**src/rtl/ioctl_sdram_loader_pkg.sv**
```systemverilog
// Shared types for the ioctl -> SDRAM ROM loader.
//   state_e      : issue FSM states
//   entry_t      : one buffered word (word address + big-endian data)
//   PAD_BYTE_DEF : default fill byte for unpaired halves of a word
package ioctl_sdram_loader_pkg;

    // Widest word address an entry can carry (ioctl_addr is 25 bits wide).
    localparam int         ADDR_MAX_W   = 24;
    localparam logic [7:0] PAD_BYTE_DEF = 8'hFF;

    typedef enum logic {
        IDLE = 1'b0,
        WAIT = 1'b1
    } state_e;

    typedef struct packed {
        logic [ADDR_MAX_W-1:0] waddr;
        logic [15:0]           data;
    } entry_t;

endpackage

```
**src/rtl/ioctl_sdram_loader_fifo.sv**
```systemverilog
// loader_fifo: synchronous show-ahead FIFO.
//   clk_i, rst_i          : clock, synchronous active-high reset
//   push_i, push_data_i   : write request (ignored while full)
//   pop_i, pop_data_o     : read request (ignored while empty); pop_data_o shows the head
//   full_o, empty_o       : occupancy flags
//   count_o               : number of stored entries
module loader_fifo #(
    parameter int DEPTH = 4,
    parameter int WIDTH = 8
) (
    input  logic                     clk_i,
    input  logic                     rst_i,
    input  logic                     push_i,
    input  logic [WIDTH-1:0]         push_data_i,
    input  logic                     pop_i,
    output logic [WIDTH-1:0]         pop_data_o,
    output logic                     full_o,
    output logic                     empty_o,
    output logic [$clog2(DEPTH):0]   count_o
);

    localparam int AW = $clog2(DEPTH);

    logic [WIDTH-1:0] mem_q [DEPTH];
    logic [AW-1:0]    wr_ptr_q;
    logic [AW-1:0]    rd_ptr_q;
    logic [AW:0]      count_q;
    logic             do_push;
    logic             do_pop;

    assign full_o     = (count_q == (AW+1)'(DEPTH));
    assign empty_o    = (count_q == '0);
    assign count_o    = count_q;
    assign pop_data_o = mem_q[rd_ptr_q];
    assign do_push    = push_i && !full_o;
    assign do_pop     = pop_i && !empty_o;

    always_ff @(posedge clk_i) begin
        if (rst_i) begin
            wr_ptr_q <= '0;
            rd_ptr_q <= '0;
            count_q  <= '0;
        end else begin
            // Pointers wrap naturally because DEPTH is a power of two.
            if (do_push) wr_ptr_q <= wr_ptr_q + 1'b1;
            if (do_pop)  rd_ptr_q <= rd_ptr_q + 1'b1;
            case ({do_push, do_pop})
                2'b10:   count_q <= count_q + 1'b1;
                2'b01:   count_q <= count_q - 1'b1;
                default: count_q <= count_q;
            endcase
        end
    end

    // Storage carries data only; validity is tracked by the pointers.
    always_ff @(posedge clk_i) begin
        if (do_push) mem_q[wr_ptr_q] <= push_data_i;
    end

endmodule

```
**src/rtl/ioctl_sdram_loader.sv**
```systemverilog
// ioctl_sdram_loader: packs the data_io ROM download byte stream into
// big-endian 16-bit words, buffers them and writes them to the SDRAM
// controller's ROM-load port with a toggle req/ack handshake.
//   clk_sys, reset          : clock, synchronous active-high reset
//   rom_download            : download window
//   ioctl_wr/addr/dout      : byte strobe, byte address, byte data
//   sdram_addr/data/req     : current word request; req toggles per write
//   sdram_ack               : controller copy of req once the write is done
//   busy/done/overrun       : status (done and overrun are sticky)
module ioctl_sdram_loader
    import ioctl_sdram_loader_pkg::*;
#(
    parameter int         FIFO_DEPTH = 4,
    parameter int         WADDR_W    = 24,
    parameter logic [7:0] PAD_BYTE   = PAD_BYTE_DEF
) (
    input  logic               clk_sys,
    input  logic               reset,
    input  logic               rom_download,
    input  logic               ioctl_wr,
    input  logic [24:0]        ioctl_addr,
    input  logic [7:0]         ioctl_dout,
    output logic [WADDR_W-1:0] sdram_addr,
    output logic [15:0]        sdram_data,
    output logic               sdram_req,
    input  logic               sdram_ack,
    output logic               busy,
    output logic               done,
    output logic               overrun
);

    // Packer state
    logic               pend_q, pend_d;
    logic [7:0]         hi_q, hi_d;
    logic [WADDR_W-1:0] waddr_q, waddr_d;
    logic               defer_vld_q, defer_vld_d;
    entry_t             defer_q, defer_d;
    logic               dl_q, end_seen_q, done_q, overrun_q;

    // Issue FSM state
    state_e             state_q;
    logic               req_q;
    logic [WADDR_W-1:0] addr_q;
    logic [15:0]        data_q;

    logic               push;
    entry_t             push_ent;
    entry_t             head;
    logic               fifo_full, fifo_empty, issue;
    logic [$clog2(FIFO_DEPTH):0] fifo_count;
    logic [WADDR_W-1:0] wa_in;
    logic               dl_rise, dl_fall;

    assign wa_in   = ioctl_addr[WADDR_W:1];
    assign dl_rise = rom_download && !dl_q;
    assign dl_fall = !rom_download && dl_q;

    function automatic entry_t mk_entry(input logic [WADDR_W-1:0] wa, input logic [15:0] d);
        entry_t e;
        e.waddr = ADDR_MAX_W'(wa);
        e.data  = d;
        return e;
    endfunction

    // Packer: at most one FIFO push per cycle. The only double-push case
    // (stale even byte plus unmatched odd byte) defers the odd word by one
    // cycle; the strobe spacing guarantees that slot is free.
    always_comb begin
        pend_d      = pend_q;
        hi_d        = hi_q;
        waddr_d     = waddr_q;
        defer_vld_d = 1'b0;
        defer_d     = defer_q;
        push        = 1'b0;
        push_ent    = '0;
        if (defer_vld_q) begin
            push     = 1'b1;
            push_ent = defer_q;
        end
        if (dl_fall) begin
            if (pend_q) begin
                push     = 1'b1;
                push_ent = mk_entry(waddr_q, {hi_q, PAD_BYTE});
                pend_d   = 1'b0;
            end
        end else if (ioctl_wr && rom_download) begin
            if (!ioctl_addr[0]) begin
                if (pend_q) begin
                    push     = 1'b1;
                    push_ent = mk_entry(waddr_q, {hi_q, PAD_BYTE});
                end
                hi_d    = ioctl_dout;
                waddr_d = wa_in;
                pend_d  = 1'b1;
            end else if (pend_q && (waddr_q == wa_in)) begin
                push     = 1'b1;
                push_ent = mk_entry(wa_in, {hi_q, ioctl_dout});
                pend_d   = 1'b0;
            end else if (pend_q) begin
                push        = 1'b1;
                push_ent    = mk_entry(waddr_q, {hi_q, PAD_BYTE});
                defer_vld_d = 1'b1;
                defer_d     = mk_entry(wa_in, {PAD_BYTE, ioctl_dout});
                pend_d      = 1'b0;
            end else begin
                push     = 1'b1;
                push_ent = mk_entry(wa_in, {PAD_BYTE, ioctl_dout});
            end
        end
    end

    loader_fifo #(
        .DEPTH (FIFO_DEPTH),
        .WIDTH ($bits(entry_t))
    ) u_fifo (
        .clk_i       (clk_sys),
        .rst_i       (reset),
        .push_i      (push && !fifo_full),
        .push_data_i (push_ent),
        .pop_i       (issue),
        .pop_data_o  (head),
        .full_o      (fifo_full),
        .empty_o     (fifo_empty),
        .count_o     (fifo_count)
    );

    assign busy  = pend_q || defer_vld_q || (fifo_count != '0) || (state_q == WAIT);
    assign issue = (state_q == IDLE) && !fifo_empty && (req_q == sdram_ack);

    // Packer registers and sticky status
    always_ff @(posedge clk_sys) begin
        if (reset) begin
            pend_q      <= 1'b0;
            defer_vld_q <= 1'b0;
            dl_q        <= 1'b0;
            end_seen_q  <= 1'b0;
            done_q      <= 1'b0;
            overrun_q   <= 1'b0;
        end else begin
            pend_q      <= pend_d;
            defer_vld_q <= defer_vld_d;
            dl_q        <= rom_download;
            if (push && fifo_full) overrun_q <= 1'b1;
            if (dl_rise) begin
                end_seen_q <= 1'b0;
                done_q     <= 1'b0;
            end else begin
                if (dl_fall) end_seen_q <= 1'b1;
                if (end_seen_q && !busy) done_q <= 1'b1;
            end
        end
    end

    always_ff @(posedge clk_sys) begin
        hi_q    <= hi_d;
        waddr_q <= waddr_d;
        defer_q <= defer_d;
    end

    // Issue FSM: pop and toggle req in one edge, then hold until ack matches.
    always_ff @(posedge clk_sys) begin
        if (reset) begin
            state_q <= IDLE;
            req_q   <= 1'b0;
            addr_q  <= '0;
            data_q  <= '0;
        end else begin
            case (state_q)
                IDLE: if (issue) begin
                    addr_q  <= head.waddr[WADDR_W-1:0];
                    data_q  <= head.data;
                    req_q   <= ~req_q;
                    state_q <= WAIT;
                end
                WAIT: if (req_q == sdram_ack) state_q <= IDLE;
                default: state_q <= IDLE;
            endcase
        end
    end

    assign sdram_addr = addr_q;
    assign sdram_data = data_q;
    assign sdram_req  = req_q;
    assign done       = done_q;
    assign overrun    = overrun_q;

endmodule

```
**config.mk**
```make
export PLATFORM = sky130hd
export DESIGN_NAME = ioctl_sdram_loader
export DESIGN_NICKNAME = d
export VERILOG_FILES = /design/src/rtl/ioctl_sdram_loader_pkg.sv /design/src/rtl/ioctl_sdram_loader_fifo.sv /design/src/rtl/ioctl_sdram_loader.sv
export SDC_FILE = /design/constraint.sdc
export NUM_CORES = 1
export LEC_CHECK = 0
export BUFFER_PORTS_ARGS = -buffer_cell sky130_fd_sc_hd__buf_4
export CELL_PAD_IN_SITES_DETAIL_PLACEMENT = 1
export CELL_PAD_IN_SITES_GLOBAL_PLACEMENT = 1
export CORE_ASPECT_RATIO = 0.9
export CORE_UTILIZATION = 40
export DETAILED_ROUTE_END_ITERATION = 16
export GPL_ROUTABILITY_DRIVEN = 0
export PLACE_DENSITY = 0.65
export SYNTH_ARGS = -nofsm -noshare
export SYNTH_HDL_FRONTEND = slang
export SYNTH_SLANG_ARGS = --single-unit
```
**constraint.sdc**
```tcl
create_clock -name clk_sys -period 3 [get_ports clk_sys]
set_clock_uncertainty 0.05 [all_clocks]
set_input_delay 0.15 -clock clk_sys [delete_from_list [all_inputs] [get_ports clk_sys]]
set_output_delay 0.15 -clock clk_sys [all_outputs]
set_load 0.05 [all_outputs]
```
Word-level counts from Yosys, hierarchy flattened
Memory sizes are Yosys's and may differ from the RTL's. A register that Yosys moved wholly into a read port is not among the register bits.
Index checks and enable logic that the tools add are counted.

word-level totals
  memories = 1
  output and inout bits = 44
  register bits after elaboration = 79
  RAM bits = 160

cells by class
  bitwise operators = 6
  multiplexer cells = 20
  equal/unequal tests = 5
  reduce and logical (&&, ||, !) cells = 28
  $add $sub $neg = 4

memory list
  name          depth  bits a word  rd ports  clocked after memory_dff  wr ports  RTL line                       source
  u_fifo.mem_q  4      40           1         1                         1         ioctl_sdram_loader_fifo.sv:24  logic [WIDTH-1:0] mem_q [DEPTH];

operator list
  cell                 count
  $mux 40              7
  $eq 24x24->1         1
  $logic_and 1x1->1    11
  $mux 1               11
  $not 1->1            6
  $pmux 3 s2           1
  $logic_not 1->1      5
  $reduce_and 5->1     1
  $reduce_or 5->1      1
  $add 2x1->2 const B  2
  $reduce_or 2->1      2
  $add 3x1->3 const B  1
  $eq 3x3->1 const B   1
  $logic_not 3->1      1
  $logic_or 1x1->1     3
  $reduce_and 3->1     1
  $reduce_bool 3->1    1
  $sub 3x1->3 const B  1
  $eq 2x1->1 const B   1
  $eq 2x2->1 const B   1
  $pmux 1 s2           1
  $reduce_and 2->1     1
  $reduce_bool 2->1    1
  $eq 1x1->1           1

Logic depth before layout (Yosys ltp)
Gate-level depths: netlist of run 1.

  depth after elaboration = 9
  mapped depth = 11
  gate-level depth less buffers = 10

Hierarchy
Synthesis of run 1 repeated with hierarchy kept, for this count alone.

unflattened totals
  cells, all modules = 753
  area, all modules = 11,382.2 um2

by module, submodules not included
  module              area an instance (um2)  times used  cells an instance
  loader_fifo         6,304.8                 1           263
  ioctl_sdram_loader  5,077.4                 1           490

Worst setup path after synthesis of run 1
OpenSTA, ideal clock, no wires.

  path type = register to register
  start = register req_q (netlist: sdram_req)
  end = register u_fifo.count_q[2] (netlist: u_fifo.count_o[2])
  path buffers = 2
  path slack = 25 ps
  arrival time = 2,854 ps
  clock period less this slack = 2,975 ps
  stages on the path, launching flop included = 12
  path through = dfxtp_1 -> xor2_1 -> or3_1 -> clkbuf_1 -> inv_2 -> clkbuf_1 -> ha_1 -> inv_1 -> fa_1 -> xor2_1 -> or3_1 -> a21oi_1

on the way
  longest elaborated chain between the ends = 5
  elaborated cells on any way between the ends = 7

ends and longest elaborated chain
  what                                             RTL line                       source
  start: declaration                               ioctl_sdram_loader.sv:42       logic req_q;
  start signal: assignment                         ioctl_sdram_loader.sv:172      req_q <= ~req_q;
  $eq 1x1->1 (*)                                   ioctl_sdram_loader.sv:128      assign issue = (state_q == IDLE) && !fifo_empty && (req_q == sdram_ack);
  $logic_and 1x1->1 (*)                            ioctl_sdram_loader.sv:128
  $logic_and 1x1->1 (*)                            ioctl_sdram_loader_fifo.sv:36  assign do_pop = pop_i && !empty_o;
  net u_fifo.do_pop                                ioctl_sdram_loader_fifo.sv:29  logic do_pop;
  $eq 2x1->1 or $eq 2x2->1 (tied branches)         ioctl_sdram_loader_fifo.sv:47  case ({do_push, do_pop})
  $pmux 3 s2 or $reduce_bool 2->1 (tied branches)  --
  end signal: assignment                           ioctl_sdram_loader_fifo.sv:48  2'b10: count_q <= count_q + 1'b1;
  end signal: assignment                           ioctl_sdram_loader_fifo.sv:49  2'b01: count_q <= count_q - 1'b1;
  end signal: assignment                           ioctl_sdram_loader_fifo.sv:50  default: count_q <= count_q;
  end: declaration                                 ioctl_sdram_loader_fifo.sv:27  logic [AW:0] count_q;

The timed path passes the listed nets; every way through them passes the cells marked *.
A chain may end at the register's enable or synchronous reset.

==> results of run 1 <==
## repair_timing
action,4_1_cts,5_1_grt
buffers inserted,0,0
resized for setup,0,0
endpoints found under the hold margin,141,0
hold buffers,34,0
## Yosys cell counts (all sizes together)
| master | count | area (µm²) |
|---|---|---|
| edfxtp | 224 | 6726 |
| mux2 | 1 | 11.26 |
| nand4 | 1 | 6.260 |
| o21ai | 9 | 45.04 |
| nor2 | 16 | 60.06 |
| nor2b | 11 | 68.82 |
| o2111ai | 1 | 8.760 |
| mux4 | 40 | 900.9 |
| xor2 | 28 | 245.2 |
| nand3 | 9 | 45.04 |
| or3 | 10 | 62.56 |
| nor3 | 4 | 25.02 |
| nor4 | 6 | 37.54 |
| a22oi | 1 | 7.510 |
| mux2i | 1 | 10.01 |
| a21o | 23 | 172.7 |
| and3 | 2 | 12.51 |
| xnor2 | 3 | 26.28 |
| ha | 5 | 62.56 |
| o211a | 1 | 17.52 |
| a21oi | 47 | 235.2 |
| buf | 15 | 92.58 |
| fa | 1 | 20.02 |
| clkbuf | 28 | 105.1 |
| a22o | 24 | 210.2 |
| o311ai | 1 | 8.760 |
| and2 | 6 | 37.54 |
| dfxtp | 55 | 1101 |
| nand2b | 2 | 12.51 |
| inv | 8 | 30.03 |
| nand2 | 104 | 390.4 |
| a31oi | 2 | 12.51 |
| a221o | 23 | 230.2 |
## kinds of logic (layout without fill, tap and decap cells)
group	after synthesis	count (layout)
flops	279	279
mux	42	42
compound gates	132	132
buf+inv	51	197
fa+ha+maj	6	6
simple gates	171	171
xor+xnor	31	31
## critical path: cells and delay by family, from the launching register on
family           cells  cell delay [ps]
AO/OA/AOI/OAI        1              550
XOR/XNOR             1              180
flip-flops           1              440
AND/OR/NAND/NOR      3             1170
## where the power goes
group	leakage [nW]	switching, mW	internal (mW)
clock	0.466	1.45	2.13
sequential	2.52	0.192	4.44
combinational	1.83	1.51	0.874
total	4.82	3.15	7.44
## final timing paths
path	depth (start not counted)	to
setup / recovery	5	u_fifo.mem_q[3][0]
hold reg to reg	2	sdram_addr[4]
hold / removal	2	u_fifo.rd_ptr_q[1]
setup reg to reg	5	u_fifo.mem_q[3][0]
## registers in the layout, indices dropped and copies added, names as in the netlist
signal	cells
defer_vld_q	1
sdram_data	16
pend_q	1
defer_q	32
end_seen_q	1
u_fifo.count_o	3
overrun	1
dl_q	1
u_fifo.wr_ptr_q	2
u_fifo.mem_q	160
u_fifo.rd_ptr_q	2
waddr_q	24
hi_q	8
sdram_addr	24
sdram_req	1
state_q	1
done	1
## area by class of cell
cell class | count | area [µm²]
multi-input cells | 382 | 2985
well taps | 354 | 442.9
inverters | 8 | 30.03
fillers | 2640 | 13630
clock buffers | 38 | 802.0
flip-flops and latches | 279 | 7829
clock inverters | 17 | 156.4
repair buffers | 134 | 1154
## through the flow
step / instances / setup WS (ps) / power [mW]
3_3_place_gp: 1123 / 369.3 / 7.011
5_1_grt: 1212 / 191.4 / 11.01
6_report: 1212 / 307.6 / 10.59
3_5_place_dp: 1123 / 320.4 / 7.087
2_1_floorplan: 712 / 25.21 / 6.287
4_1_cts: 1212 / 305.5 / 10.71
## per-layer routing
| layer | track usage | part of all wire | vias up |
|---|---|---|---|
| met2 | 0.2972 | 0.45 | 184 |
| met5 | 0 | 0 | - |
| li1 | - | - | 2972 |
| met4 | 0.04506 | 0.016 | 0 |
| met1 | 0.2864 | 0.48 | 3414 |
| met3 | 0.03247 | 0.054 | 26 |
==> run metrics, run 1 <==
outcome finished clean; grt total ovfl 0; slowest stage delay, CP 550 ps; Final Hold Fails 0; main combinational cell family by area after synthesis compound AO/OA/AOI/OAI gates; Synth Cell Area 11,040 µm²; Initial Utilization 0.4084; Tcrit/Tclk final 0.8975; drc violations 0; most frequent cells in the layout edfxtp_1 (224), nand2_1 (104), buf_4 (95), dfxtp_1 (54), a21oi_1 (47); setup TNS 0 ps; worst skew pair latency 550 ps; Seq/Total Area, Yosys 0.7091; Slew Limit Fails 0; CP Max Fanout 57; Die Wd 177.1 µm; I/O pin count 82; vias in the first global route 7,043; CTS buffer count 30; max-cap check violation count 0; Post-Syn Instances 712; DP HPWL 16,420 µm; Final min period 2692 ps; post-route design area 13,400 µm²; final wirelength 26,980 µm; HP Start reset; power per cell area 790.6 nW/µm²; min-delay worst type in2reg; Worst VDD drop 0.5099 mV; CTS tree built; clk sinks 279; Clock Path Buffers 3; crit start category flop; Distinct cells, synth 37; Tot GR Track Use 0.1933; commonest non-fill, non-tap cell in the layout edfxtp_1; I/O Buffers 81; floorplan core area 27,030 µm²; setup slack, reg-to-reg 310 ps; measured slew at the worst slew-check pin 786.4 ps; H-tree Lvls 1; Slew HR 0.4757; P&R area growth vs syn 21.39%; syn nets 756; Routed WL per cell 22.26 µm; final antenna-violating net count 0; RSZ-0062 raised after global routing false; Final setup viols 0; Synth Area in Compound Gates 0.08592; RR Startpoint waddr_q[12]; CP max-delay cell o211a_4; Achievable Freq 371.4 MHz; largest net degree at the start of global routing 58; via count 6,596; Worst Path Required 3210 ps; crit path DAT 2900 ps; utilization after layout 0.4957; placed cell area 12,100 µm²; critical-path cell list xor2_1, nor4_1, nand4_1, o211a_4, or3_1; CTS root buffer clkbuf_16; CP Capture Type flop; Post-Synth Adder-Cell Area 0.007481; crit path launch waddr_q[12]; crit path kind reg2reg; Antenna diodes 0; number of synthesized register bits 279; worst hold margin 70.88 ps; drt pass-1 iters 4; drt via density 5.442; Die Height 159.6 µm; Synth Area in XOR/XNOR 0.02460; Syn. warnings 0; nets 879; Die Area 28,270 µm²; initial antenna violation count 0; clk slew on worst S/H paths 60 ps; Site Rows 57; first-pass GRT wire length 40,990 µm; layout cells sized above 1 0.2156; Leak Pwr 4.817 nW; post-synthesis simple-gate area fraction 0.06869; iteration-0 DRC count of the detailed router 447; post-synthesis mux area share 0.08354; syn_area_per_cell 15.50 µm²
Power figures use the tool's default switching activity.
==> run 2: changes to the inputs <==
--- a/config.mk
+++ b/config.mk
@@ -8,7 +8,7 @@
 export BUFFER_PORTS_ARGS = -buffer_cell sky130_fd_sc_hd__buf_4
 export CELL_PAD_IN_SITES_DETAIL_PLACEMENT = 1
 export CELL_PAD_IN_SITES_GLOBAL_PLACEMENT = 1
-export CORE_ASPECT_RATIO = 0.9
+export CORE_ASPECT_RATIO = 1.4
 export CORE_UTILIZATION = 40
 export DETAILED_ROUTE_END_ITERATION = 16
 export GPL_ROUTABILITY_DRIVEN = 0
==> run 2 against run 1 <==
Register-to-register slack worse by 30 ps; clock-buffer cell count unchanged; cell area down 0.31%; combinational power about the same.
==> run metrics, run 2 (synthesized netlist as in run 1, its figures left out) <==
most frequent cells in the layout edfxtp_1 (224), nand2_1 (104), buf_4 (98), dfxtp_1 (54), a21oi_1 (47); crit path kind reg2reg; post-route design area 13,360 µm²; CTS root buffer clkbuf_16; slowest stage delay, CP 560 ps; iteration-0 DRC count of the detailed router 476; Reg with most FFs u_fifo.mem_q; Slew Limit Fails 0; floorplan core area 27,010 µm²; I/O pin count 82; RSZ-0062 raised after global routing false; Largest register FFs 160; CP max-delay cell o211a_4; power per cell area 776.8 nW/µm²; CTS tree built; Achievable Freq 366.9 MHz; Top Registers u_fifo.mem_q x160, defer_q x32; Filler cells 2,668; H-tree Lvls 1; final wirelength 26,630 µm; worst skew pair latency 540 ps; CP delay by family, top simple AND/OR/NAND/NOR gates; Site Rows 71; Die Height 198.6 µm; min-delay worst type in2reg; Final Hold Fails 0; Antenna diodes 0; Final setup viols 0; placed insts 1,137; measured slew at the worst slew-check pin 806.4 ps; CP Capture Type flop; placed cell area 12,140 µm²; Leak Pwr 4.798 nW; Worst VDD drop 0.3832 mV; drt pass-1 iters 5; critical-path cell list xor2_1, nor4_1, nand4_1, o211a_4, or3_1; layout cells sized above 1 0.2190; Clock Path Buffers 3; via count 6,548; CTS buffer count 27; clk slew on worst S/H paths 60 ps; clk sinks 279; max-cap check violation count 0; largest net degree at the start of global routing 59; drc violations 0; Die Wd 142.4 µm; commonest non-fill, non-tap cell in the layout edfxtp_1; setup TNS 0 ps; I/O Buffers 81; drt via density 5.372; grt total ovfl 0; vias in the first global route 7,145; Worst Path Required 3200 ps; first-pass GRT wire length 41,200 µm; P&R area growth vs syn 21.02%; worst hold margin 78.38 ps; WP buf/inv 0; initial antenna violation count 0; crit start category flop; # Post-CTS Setup Buffers 0; Layout Cells excl Fill 1,219; Initial Utilization 0.4087; cts hold-fix bufs 34; Die Area 28,270 µm²; cts repair resizes 0; nets 879; DP HPWL 16,250 µm; Slew HR 0.4624; outcome finished clean; Tcrit/Tclk final 0.9085; Tot GR Track Use 0.1950; CP Max Fanout 58; crit path DAT 2930 ps; Final min period 2725 ps; Routed WL per cell 21.85 µm; final antenna-violating net count 0
[run 2: cell count changes in the layout (fill, tap and decap cells not counted)]
| cell | delta |
|---|---|
| clkbuf_1 | -1 |
| clkinv_1 | -5 |
| bufinv_16 | -1 |
| clkbuf_16 | -3 |
| clkinv_2 | -1 |
| clkbuf_8 | +4 |
| buf_4 | +3 |
[run 2: area by class of cell]
cell class	count	area (µm²)	area share
clock buffers	38	778.2	0.05826
clock inverters	10	102.6	0.007681
inverters	8	30.03	0.002248
multi-input cells	382	2985	0.2235
flip-flops and latches	279	7829	0.5861
well taps	365	456.7	0.03419
repair buffers	137	1176	0.08805
[run 2: power breakdown]
part / total (mW) / switching [mW] / internal [mW]
registers: 4.58 / 0.144 / 4.43
logic: 2.41 / 1.54 / 0.871
clock network: 3.39 / 1.42 / 1.97
[run 2: layer usage]
metal / GRT usage / vias up / share of wire
li1: - / 2962 / -
met3: 0.02455 / 34 / 0.038
met2: 0.3346 / 149 / 0.50
met1: 0.2586 / 3403 / 0.44
met4: 0.05775 / 0 / 0.019
met5: 0 / - / 0
[run 2: final timing paths]
kind,startpoint,to,slack (ps),cells after the start
max,waddr_q[10],u_fifo.mem_q[1][5],270,5
min,reset,u_fifo.rd_ptr_q[0],80,2
max reg2reg,waddr_q[10],u_fifo.mem_q[1][5],270,5
min reg2reg,sdram_addr[15],sdram_addr[15],410,2
[run 2: worst register-to-register path, delay by kind of cell (launching register included)]
family,cells,cell delay (ps)
and+or+nand+nor,3,1230
DFF,1,430
xor gates and xnor gates,1,170
AOI/OAI and AO/OA,1,560
[run 2: per-stage QoR]
step                power [mW]  utilization  setup WS (ps)
finish                   10.38       0.4946          274.6
CTS                      10.51       0.4946          263.1
detailed placement       7.086       0.4494          266.0
floorplan                6.287            -          25.21
global placement         7.002       0.4494          309.6
global route             10.79       0.4946          164.2
